[src/rtl/rat_muldiv_pkg.sv]
// Shared types and constants for the RAT multi-cycle multiply/divide unit.
package rat_muldiv_pkg;

  localparam int DEFAULT_WIDTH = 8;

  typedef enum logic [1:0] {
    OP_MUL_LO = 2'b00,
    OP_MUL_HI = 2'b01,
    OP_DIV_Q  = 2'b10,
    OP_DIV_R  = 2'b11
  } op_t;

  typedef enum logic [1:0] {
    ST_IDLE = 2'b00,
    ST_RUN  = 2'b01,
    ST_FIN  = 2'b10
  } state_t;

  function automatic logic op_is_div(input op_t op);
    return op[1];
  endfunction

endpackage

[src/rtl/rat_muldiv_dp.sv]
// Shared shift/accumulate datapath: shift-add multiply or restoring divide,
// one bit per step. hi_q is the product high half / partial remainder.
module rat_muldiv_dp
  import rat_muldiv_pkg::*;
#(
  parameter int WIDTH = DEFAULT_WIDTH
) (
  input  logic             clk_i,
  input  logic             rst_i,
  input  logic             load_i,
  input  logic             step_i,
  input  logic             is_div_i,
  input  logic [WIDTH-1:0] a_i,
  input  logic [WIDTH-1:0] b_i,
  output logic [WIDTH-1:0] hi_next_o,
  output logic [WIDTH-1:0] lo_next_o
);

  logic [WIDTH-1:0] hi_q, hi_d;
  logic [WIDTH-1:0] lo_q, lo_d;
  logic [WIDTH-1:0] opnd_q;
  logic             div_mode_q;

  logic [WIDTH:0] sum;
  logic [WIDTH:0] shifted;
  logic [WIDTH:0] diff;
  logic           fits;

  always_comb begin
    sum     = {1'b0, hi_q} + (lo_q[0] ? {1'b0, opnd_q} : {(WIDTH+1){1'b0}});
    shifted = {hi_q, lo_q[WIDTH-1]};
    diff    = shifted - {1'b0, opnd_q};
    fits    = (shifted >= {1'b0, opnd_q});
    hi_d    = hi_q;
    lo_d    = lo_q;
    if (div_mode_q) begin
      // A zero divisor always "fits", yielding all-ones quotient and rem = dividend.
      hi_d = fits ? diff[WIDTH-1:0] : shifted[WIDTH-1:0];
      lo_d = {lo_q[WIDTH-2:0], fits};
    end else begin
      hi_d = sum[WIDTH:1];
      lo_d = {sum[0], lo_q[WIDTH-1:1]};
    end
  end

  assign hi_next_o = hi_d;
  assign lo_next_o = lo_d;

  always_ff @(posedge clk_i) begin
    if (rst_i) begin
      hi_q       <= '0;
      lo_q       <= '0;
      opnd_q     <= '0;
      div_mode_q <= 1'b0;
    end else if (load_i) begin
      hi_q       <= '0;
      lo_q       <= is_div_i ? a_i : b_i;
      opnd_q     <= is_div_i ? b_i : a_i;
      div_mode_q <= is_div_i;
    end else if (step_i) begin
      hi_q <= hi_d;
      lo_q <= lo_d;
    end
  end

endmodule

[src/rtl/rat_muldiv.sv]
// RAT MUL/DIV unit: FSM, iteration counter and registered result/flags.
// Define RAT_MULDIV_ZERO_SKIP_EN to finish trivial operands in one cycle.
module rat_muldiv
  import rat_muldiv_pkg::*;
#(
  parameter int WIDTH = DEFAULT_WIDTH
) (
  input  logic             CLK,
  input  logic             RST,
  input  logic             START,
  input  logic [1:0]       OP,
  input  logic [WIDTH-1:0] DX_IN,
  input  logic [WIDTH-1:0] DY_IN,
  output logic             BUSY,
  output logic             DONE,
  output logic [WIDTH-1:0] RESULT,
  output logic             C_OUT,
  output logic             Z_OUT
);

  localparam int CW = (WIDTH > 1) ? $clog2(WIDTH) : 1;

  state_t           state_q;
  logic [CW-1:0]    cnt_q;
  op_t              op_q;
  logic             div0_q;
  logic             busy_q;
  logic             done_q;
  logic [WIDTH-1:0] result_q;
  logic             c_q;
  logic             z_q;

  op_t              op_in;
  logic             load;
  logic             step;
  logic [WIDTH-1:0] hi_next;
  logic [WIDTH-1:0] lo_next;
  logic [WIDTH-1:0] fin_result;
  logic             fin_c;
  logic             skip_take;
  logic [WIDTH-1:0] skip_result;
  logic             skip_c;

  assign op_in = op_t'(OP);
  assign load  = (state_q == ST_IDLE) && START;
  assign step  = (state_q == ST_RUN);

  rat_muldiv_dp #(.WIDTH(WIDTH)) u_dp (
    .clk_i     (CLK),
    .rst_i     (RST),
    .load_i    (load),
    .step_i    (step),
    .is_div_i  (op_is_div(op_in)),
    .a_i       (DX_IN),
    .b_i       (DY_IN),
    .hi_next_o (hi_next),
    .lo_next_o (lo_next)
  );

  // Final-step values are taken straight from the datapath's next state.
  always_comb begin
    fin_result = lo_next;
    fin_c      = 1'b0;
    case (op_q)
      OP_MUL_LO: begin fin_result = lo_next; fin_c = |hi_next; end
      OP_MUL_HI: begin fin_result = hi_next; fin_c = |hi_next; end
      OP_DIV_Q:  begin fin_result = lo_next; fin_c = div0_q;   end
      OP_DIV_R:  begin fin_result = hi_next; fin_c = div0_q;   end
      default:   begin fin_result = lo_next; fin_c = 1'b0;     end
    endcase
  end

`ifdef RAT_MULDIV_ZERO_SKIP_EN
  always_comb begin
    skip_take   = 1'b0;
    skip_result = '0;
    skip_c      = 1'b0;
    if (op_is_div(op_in)) begin
      skip_take   = (DY_IN == '0);
      skip_result = (op_in == OP_DIV_Q) ? {WIDTH{1'b1}} : DX_IN;
      skip_c      = 1'b1;
    end else begin
      skip_take   = (DX_IN == '0) || (DY_IN == '0);
    end
  end
`else
  always_comb begin
    skip_take   = 1'b0;
    skip_result = '0;
    skip_c      = 1'b0;
  end
`endif

  always_ff @(posedge CLK) begin
    if (RST) begin
      state_q  <= ST_IDLE;
      cnt_q    <= '0;
      op_q     <= OP_MUL_LO;
      div0_q   <= 1'b0;
      busy_q   <= 1'b0;
      done_q   <= 1'b0;
      result_q <= '0;
      c_q      <= 1'b0;
      z_q      <= 1'b0;
    end else begin
      case (state_q)
        ST_IDLE: begin
          done_q <= 1'b0;
          if (START) begin
            op_q   <= op_in;
            div0_q <= (DY_IN == '0);
            cnt_q  <= CW'(WIDTH - 1);
            if (skip_take) begin
              state_q  <= ST_FIN;
              done_q   <= 1'b1;
              result_q <= skip_result;
              c_q      <= skip_c;
              z_q      <= (skip_result == '0);
            end else begin
              state_q <= ST_RUN;
              busy_q  <= 1'b1;
            end
          end
        end
        ST_RUN: begin
          if (cnt_q == '0) begin
            state_q  <= ST_FIN;
            busy_q   <= 1'b0;
            done_q   <= 1'b1;
            result_q <= fin_result;
            c_q      <= fin_c;
            z_q      <= (fin_result == '0);
          end else begin
            cnt_q <= cnt_q - 1'b1;
          end
        end
        ST_FIN: begin
          done_q  <= 1'b0;
          state_q <= ST_IDLE;
        end
        default: begin
          state_q <= ST_IDLE;
          busy_q  <= 1'b0;
          done_q  <= 1'b0;
        end
      endcase
    end
  end

  assign BUSY   = busy_q;
  assign DONE   = done_q;
  assign RESULT = result_q;
  assign C_OUT  = c_q;
  assign Z_OUT  = z_q;

endmodule

[config.mk]
export PLATFORM = sky130hd
export DESIGN_NAME = rat_muldiv
export DESIGN_NICKNAME = d
export VERILOG_FILES = /design/src/rtl/rat_muldiv_pkg.sv /design/src/rtl/rat_muldiv_dp.sv /design/src/rtl/rat_muldiv.sv
export SDC_FILE = /design/constraint.sdc
export NUM_CORES = 1
export LEC_CHECK = 0
export CORE_MARGIN = 2
export CORE_UTILIZATION = 57
export DETAILED_ROUTE_END_ITERATION = 16
export GPL_TIMING_DRIVEN = 0
export PLACE_DENSITY = 0.79
export RECOVER_POWER = 25
export SLEW_MARGIN = 20
export SYNTH_ARGS = -nofsm -noshare
export SYNTH_HDL_FRONTEND = slang
export SYNTH_SLANG_ARGS = --single-unit
[constraint.sdc]
create_clock -name CLK -period 3.36 [get_ports CLK]
set_input_delay 0.336 -clock CLK [delete_from_list [all_inputs] [get_ports CLK]]
set_output_delay 0.336 -clock CLK [all_outputs]
set_load 0.01 [all_outputs]
==> results of run 1 <==
sequential cells by signal, summed over array words and instances (netlist names):
register	flops
BUSY	1
C_OUT	1
DONE	1
RESULT	8
Z_OUT	1
cnt_q	3
div0_q	1
op_q	2
state_q	2
u_dp.hi_q	8
u_dp.lo_q	8
u_dp.opnd_q	8
worst max-delay path, cell delays in order, from the launching register on:
cell       delay, ps
dfxtp_1          430
inv_1             70
ha_1             340
nor2b_4          150
o31a_1           280
o31ai_4          350
a2111oi_1        180
a311oi_1         490
and4b_1          310
a31oi_1          100
nor4bb_1         270
layer usage:
| metal | global-route usage | routed length (um) |
|---|---|---|
| met5 | 0 | 0 |
| met4 | 0.136 | 227 |
| met3 | 0.0506 | 596 |
| met2 | 0.443 | 3710 |
| met1 | 0.372 | 3620 |
metrics by stage:
stage	power, W	hold slack [ps]	worst slack [ps]	area, sq um
floorplan	0.00100	436	778	3050
global placement	0.00114	444	444	3450
detailed placement	0.00115	453	403	3450
CTS	0.00157	466	359	3560
global route	0.00165	497	102	3560
finish	0.00158	463	311	3560
area by class of cell:
| class | instances | area share |
|---|---|---|
| Tap cell | 70 | 0.0246 |
| Sequential cell | 44 | 0.247 |
| Clock inverter | 3 | 0.0133 |
| Inverter | 16 | 0.0169 |
| Timing Repair Buffer | 31 | 0.0871 |
| Buffer | 24 | 0.0253 |
| Clock buffer | 5 | 0.0193 |
| Multi-Input combinational cell | 287 | 0.566 |
power groups by stage:
stage	sequential, W	clock (W)	combinational (W)
3_3_place_gp	0.000611	0	0.000530
4_1_cts	0.000601	0.000429	0.000545
3_5_place_dp	0.000613	0	0.000541
6_report	0.000602	0.000424	0.000552
2_1_floorplan	0.000602	0	0.000400
5_1_grt	0.000607	0.000447	0.000598
logic make-up after synthesis:
kind of cell / synth area share
fa+ha+maj: 0.0870
compound gates: 0.234
flops: 0.289
mux: 0.0932
simple gates: 0.225
xor+xnor: 0.0230
buf+inv: 0.0493
final timing paths:
| path | from | endpoint | slack, ps | depth (start not counted) |
|---|---|---|---|---|
| min reg2reg | RESULT[6]$_SDFFE_PP0P_ | RESULT[6]$_SDFFE_PP0P_ | 460 | 2 |
| max reg2reg | u_dp.opnd_q[1]$_SDFFE_PP0P_ | Z_OUT$_SDFFE_PP0P_ | 310 | 10 |
| min | RESULT[6]$_SDFFE_PP0P_ | RESULT[6]$_SDFFE_PP0P_ | 460 | 2 |
| max | u_dp.opnd_q[1]$_SDFFE_PP0P_ | Z_OUT$_SDFFE_PP0P_ | 310 | 10 |
cells in the mapped netlist (3+ instances only):
cell / instances / area share
nor2_1: 54 / 0.067
dfxtp_1: 44 / 0.29
nand2_1: 28 / 0.034
a21oi_1: 22 / 0.036
clkbuf_1: 20 / 0.025
a211oi_1: 18 / 0.044
ha_1: 18 / 0.074
inv_1: 16 / 0.020
mux2i_1: 16 / 0.053
and2_1: 11 / 0.023
o21ai_0: 10 / 0.016
mux2_2: 9 / 0.033
nor3_1: 9 / 0.015
a221oi_1: 6 / 0.017
nand3_1: 6 / 0.0099
nor2b_1: 6 / 0.012
o21a_1: 6 / 0.015
o22ai_1: 6 / 0.012
xnor2_1: 5 / 0.014
buf_1: 4 / 0.0049
nor4_1: 3 / 0.0062
xor2_1: 3 / 0.0086
==> impl_metrics.json, run 1 <==
{
  "ir_worst_vdd_v": 0.000273,
  "final_common_cell": "nor2_1",
  "insertion_delay_ps": 310,
  "synthesis.nets": 412,
  "seq_area_sq_um": 881,
  "root_buffer": "clkbuf_8",
  "dp_hpwl_um": 6380,
  "ys_warn_count": 0,
  "drive_above_1_share": 0.0780,
  "vias": 3002,
  "slew_viol_final": 0,
  "core_area_sq_um": 5140,
  "groute.usage.overall": 0.281,
  "final_util": 0.693,
  "die_w_um": 77.1,
  "avgSynthCellArea_sq_um": 8.22,
  "p_comb_frac": 0.350,
  "power_density_nw_per_um2": 443,
  "synth_edf_count": 0,
  "min_period_ps": 3050,
  "nFillCells": 447,
  "area_growth_syn_to_layout_pct": 16.9,
  "switching_share": 0.349,
  "power_leakage_nw": 1.39,
  "first_iter_violations": 247,
  "numCtsBuffers": 5,
  "drc": 0,
  "grt_max_degree": 16,
  "relSlewSlack": 0.565,
  "cp.arrival_ps": 3270,
  "clkTransAtPathRegs_ps": 90,
  "multi_input_area_sq_um": 2020,
  "nets": 450,
  "via_per_inst": 6.25,
  "num_antenna_cells": 0,
  "routedWlPerCell_um": 17.0,
  "synthArstFlopShare": 0,
  "status": "completed",
  "cts_setup_buffers": 0,
  "yosys_most_used_dff": "dfxtp_1",
  "clock.fmax_mhz": 328,
  "start_util": 0.593,
  "cts_tree": "done",
  "p_clk_frac": 0.269,
  "finalHoldViolCount": 0,
  "grt_pass1_vias": 2780,
  "fin_skew_ps": 9.97,
  "end_kind": "flip-flop",
  "post-place-cells": 472,
  "hold_class": "flip-flop to flip-flop",
  "worstPathRequired_ps": 3580,
  "io_pins": 33,
  "synthCells": 371,
  "p_sw_w": 0.000551,
  "drtPass1Iterations": 6,
  "rsz0062_at_grt": "false",
  "critPathKind": "flip-flop to flip-flop",
  "maxCapViolCount": 0,
  "intPower_w": 0.00103,
  "clockBufferDepth": 2,
  "worstMarginPinSlew_ps": 653,
  "finalCritPeriodShare": 0.908,
  "drt_wl_total_um": 8160,
  "ctsHoldBuffers": 0,
  "die_area_sq_um": 5950,
  "ant_nets": 0,
  "grt_remaining_overflow": 0,
  "grt_first_pass_wirelength_um": 13400,
  "ys_seq_area_frac": 0.289,
  "gp_congestion": 0.903,
  "yosysUniqueCellTypes": 60,
  "h-tree-depth": 2,
  "clock_sinks": 44,
  "antenna_found_initial": 0,
  "post_cts_resize_count": 0,
  "layout_common_cells": "nor2_1, dfxtp_1, nand2_1",
  "netlist_area_sq_um": 3050,
  "tns_ps": 0,
  "die_y_um": 77.1,
  "start_kind": "flip-flop",
  "setup_violations": 0,
  "ys_seq_elements": 44,
  "pwr-share-seq": 0.381,
  "layout.cells.non_filler": 480,
  "io_buffer_count": 31,
  "crit_fanout": 8,
  "rows": 26
}
Power figures use the tool's default switching activity.
==> run 2: changes to the inputs <==
Settings changed: CTS_BUF_LIST from default to sky130_fd_sc_hd__clkbuf_16.
==> run 2 against run 1 <==
Effect of this change: via count is 0.77% lower; critical path depth unchanged; worst setup slack improved by 27 ps; highest routed layer unchanged; flip-flop and latch count unchanged; final area is 1.6% higher.
==> impl_metrics.json, run 2 (synthesis results as in run 1) <==
{
  "end_kind": "flip-flop",
  "min_period_ps": 3020,
  "cts_tree": "done",
  "intPower_w": 0.00116,
  "p_comb_frac": 0.319,
  "nFillCells": 438,
  "setup_violations": 0,
  "h-tree-depth": 2,
  "cp.arrival_ps": 3220,
  "area_growth_syn_to_layout_pct": 18.7,
  "final_common_cell": "nor2_1",
  "maxCapViolCount": 0,
  "cpMaxStageDelayCell": "a311oi_1",
  "grt_max_degree": 16,
  "post_cts_resize_count": 0,
  "switching_share": 0.330,
  "grt_first_pass_wirelength_um": 13500,
  "start_util": 0.593,
  "finalCritPeriodShare": 0.899,
  "via_per_inst": 6.21,
  "post-place-cells": 472,
  "ctsHoldBuffers": 0,
  "io_buffer_count": 31,
  "vias": 2979,
  "relSlewSlack": 0.561,
  "slew_viol_final": 0,
  "antenna_found_initial": 0,
  "p_sw_w": 0.000571,
  "clockBufferDepth": 2,
  "layout_common_cells": "nor2_1, dfxtp_1, nand2_1",
  "regToRegSetupSlack_ps": 340,
  "groute.usage.overall": 0.281,
  "core_area_sq_um": 5140,
  "start_kind": "flip-flop",
  "fin_skew_ps": 6.47,
  "crit_fanout": 8,
  "drt_wl_total_um": 8190,
  "ir_worst_vdd_v": 0.000293,
  "final_util": 0.704,
  "cts_setup_buffers": 0,
  "nets": 450,
  "grt_remaining_overflow": 0,
  "numCtsBuffers": 5,
  "max_stage_delay_ps": 490,
  "drc": 0,
  "drive_above_1_share": 0.0780,
  "rsz0062_at_grt": "false",
  "power_density_nw_per_um2": 477,
  "clkTransAtPathRegs_ps": 70,
  "drtPass1Iterations": 5,
  "hold_class": "flip-flop to flip-flop",
  "tns_ps": 0,
  "worstPathRequired_ps": 3560,
  "design_area_sq_um": 3620,
  "rows": 26,
  "gp_congestion": 0.903,
  "insertion_delay_ps": 290,
  "die_area_sq_um": 5950,
  "critPathKind": "flip-flop to flip-flop",
  "num_antenna_cells": 0,
  "root_buffer": "clkbuf_16",
  "placed_cell_area_sq_um": 3450,
  "dp_hpwl_um": 6380,
  "worstMarginPinSlew_ps": 659,
  "crit_chain": "inv_1 > ha_1 > nor2b_4 > o31a_1 > o31ai_4 > a2111oi_1 > a311oi_1 > and4b_1 > a31oi_1 > nor4bb_1",
  "routedWlPerCell_um": 17.1,
  "first_iter_violations": 247,
  "layout.cells.non_filler": 480,
  "ant_nets": 0,
  "clock_sinks": 44,
  "die_y_um": 77.1,
  "status": "completed",
  "power_leakage_nw": 1.42,
  "power_w": 0.00173,
  "p_clk_frac": 0.332,
  "grt_pass1_vias": 2785,
  "io_pins": 33,
  "die_w_um": 77.1,
  "pwr-share-seq": 0.349,
  "clock.fmax_mhz": 331,
  "finalHoldViolCount": 0
}
run 2: layout make-up:
| cell class | instances | area [sq um] | area share |
|---|---|---|---|
| Sequential cell | 44 | 881 | 0.243 |
| Clock inverter | 3 | 47.5 | 0.0131 |
| Multi-Input combinational cell | 287 | 2020 | 0.557 |
| Timing Repair Buffer | 31 | 310 | 0.0858 |
| Buffer | 24 | 90.1 | 0.0249 |
| Clock buffer | 5 | 125 | 0.0346 |
| Tap cell | 70 | 87.6 | 0.0242 |
| Inverter | 16 | 60.1 | 0.0166 |
run 2: power by group through the flow:
stage | logic, W | clock network [W] | registers, W
3_3_place_gp | 0.000530 | 0 | 0.000611
6_report | 0.000551 | 0.000574 | 0.000602
4_1_cts | 0.000546 | 0.000574 | 0.000601
3_5_place_dp | 0.000541 | 0 | 0.000613
5_1_grt | 0.000600 | 0.000591 | 0.000607
2_1_floorplan | 0.000400 | 0 | 0.000602
run 2: routing by layer:
metal,GRT usage,share of wire,vias to the layer above
met5,0,0,-
li1,-,-,1436
met2,0.447,0.45,144
met1,0.378,0.44,1381
met3,0.0435,0.076,18
met4,0.121,0.029,0
run 2: final timing paths:
path,startpoint,end,depth (start not counted)
hold reg to reg,RESULT[6]$_SDFFE_PP0P_,RESULT[6]$_SDFFE_PP0P_,2
setup reg to reg,u_dp.opnd_q[1]$_SDFFE_PP0P_,Z_OUT$_SDFFE_PP0P_,10
hold / removal,RESULT[6]$_SDFFE_PP0P_,RESULT[6]$_SDFFE_PP0P_,2
setup / recovery,u_dp.opnd_q[1]$_SDFFE_PP0P_,Z_OUT$_SDFFE_PP0P_,10
run 2: critical path: cells and delay by family, from the launching register on:
family                   cells  cell delay (ps)
flip-flops                   1              420
adder cells (fa/ha/maj)      1              340
AND/OR/NAND/NOR              3              720
buffers and inverters        1               70
AO/OA/AOI/OAI                5             1390
run 2: stage by stage:
step	setup slack (ps)	hold WS (ps)
2_1_floorplan	778	436
3_3_place_gp	444	444
3_5_place_dp	403	453
4_1_cts	362	462
5_1_grt	101	493
6_report	338	463
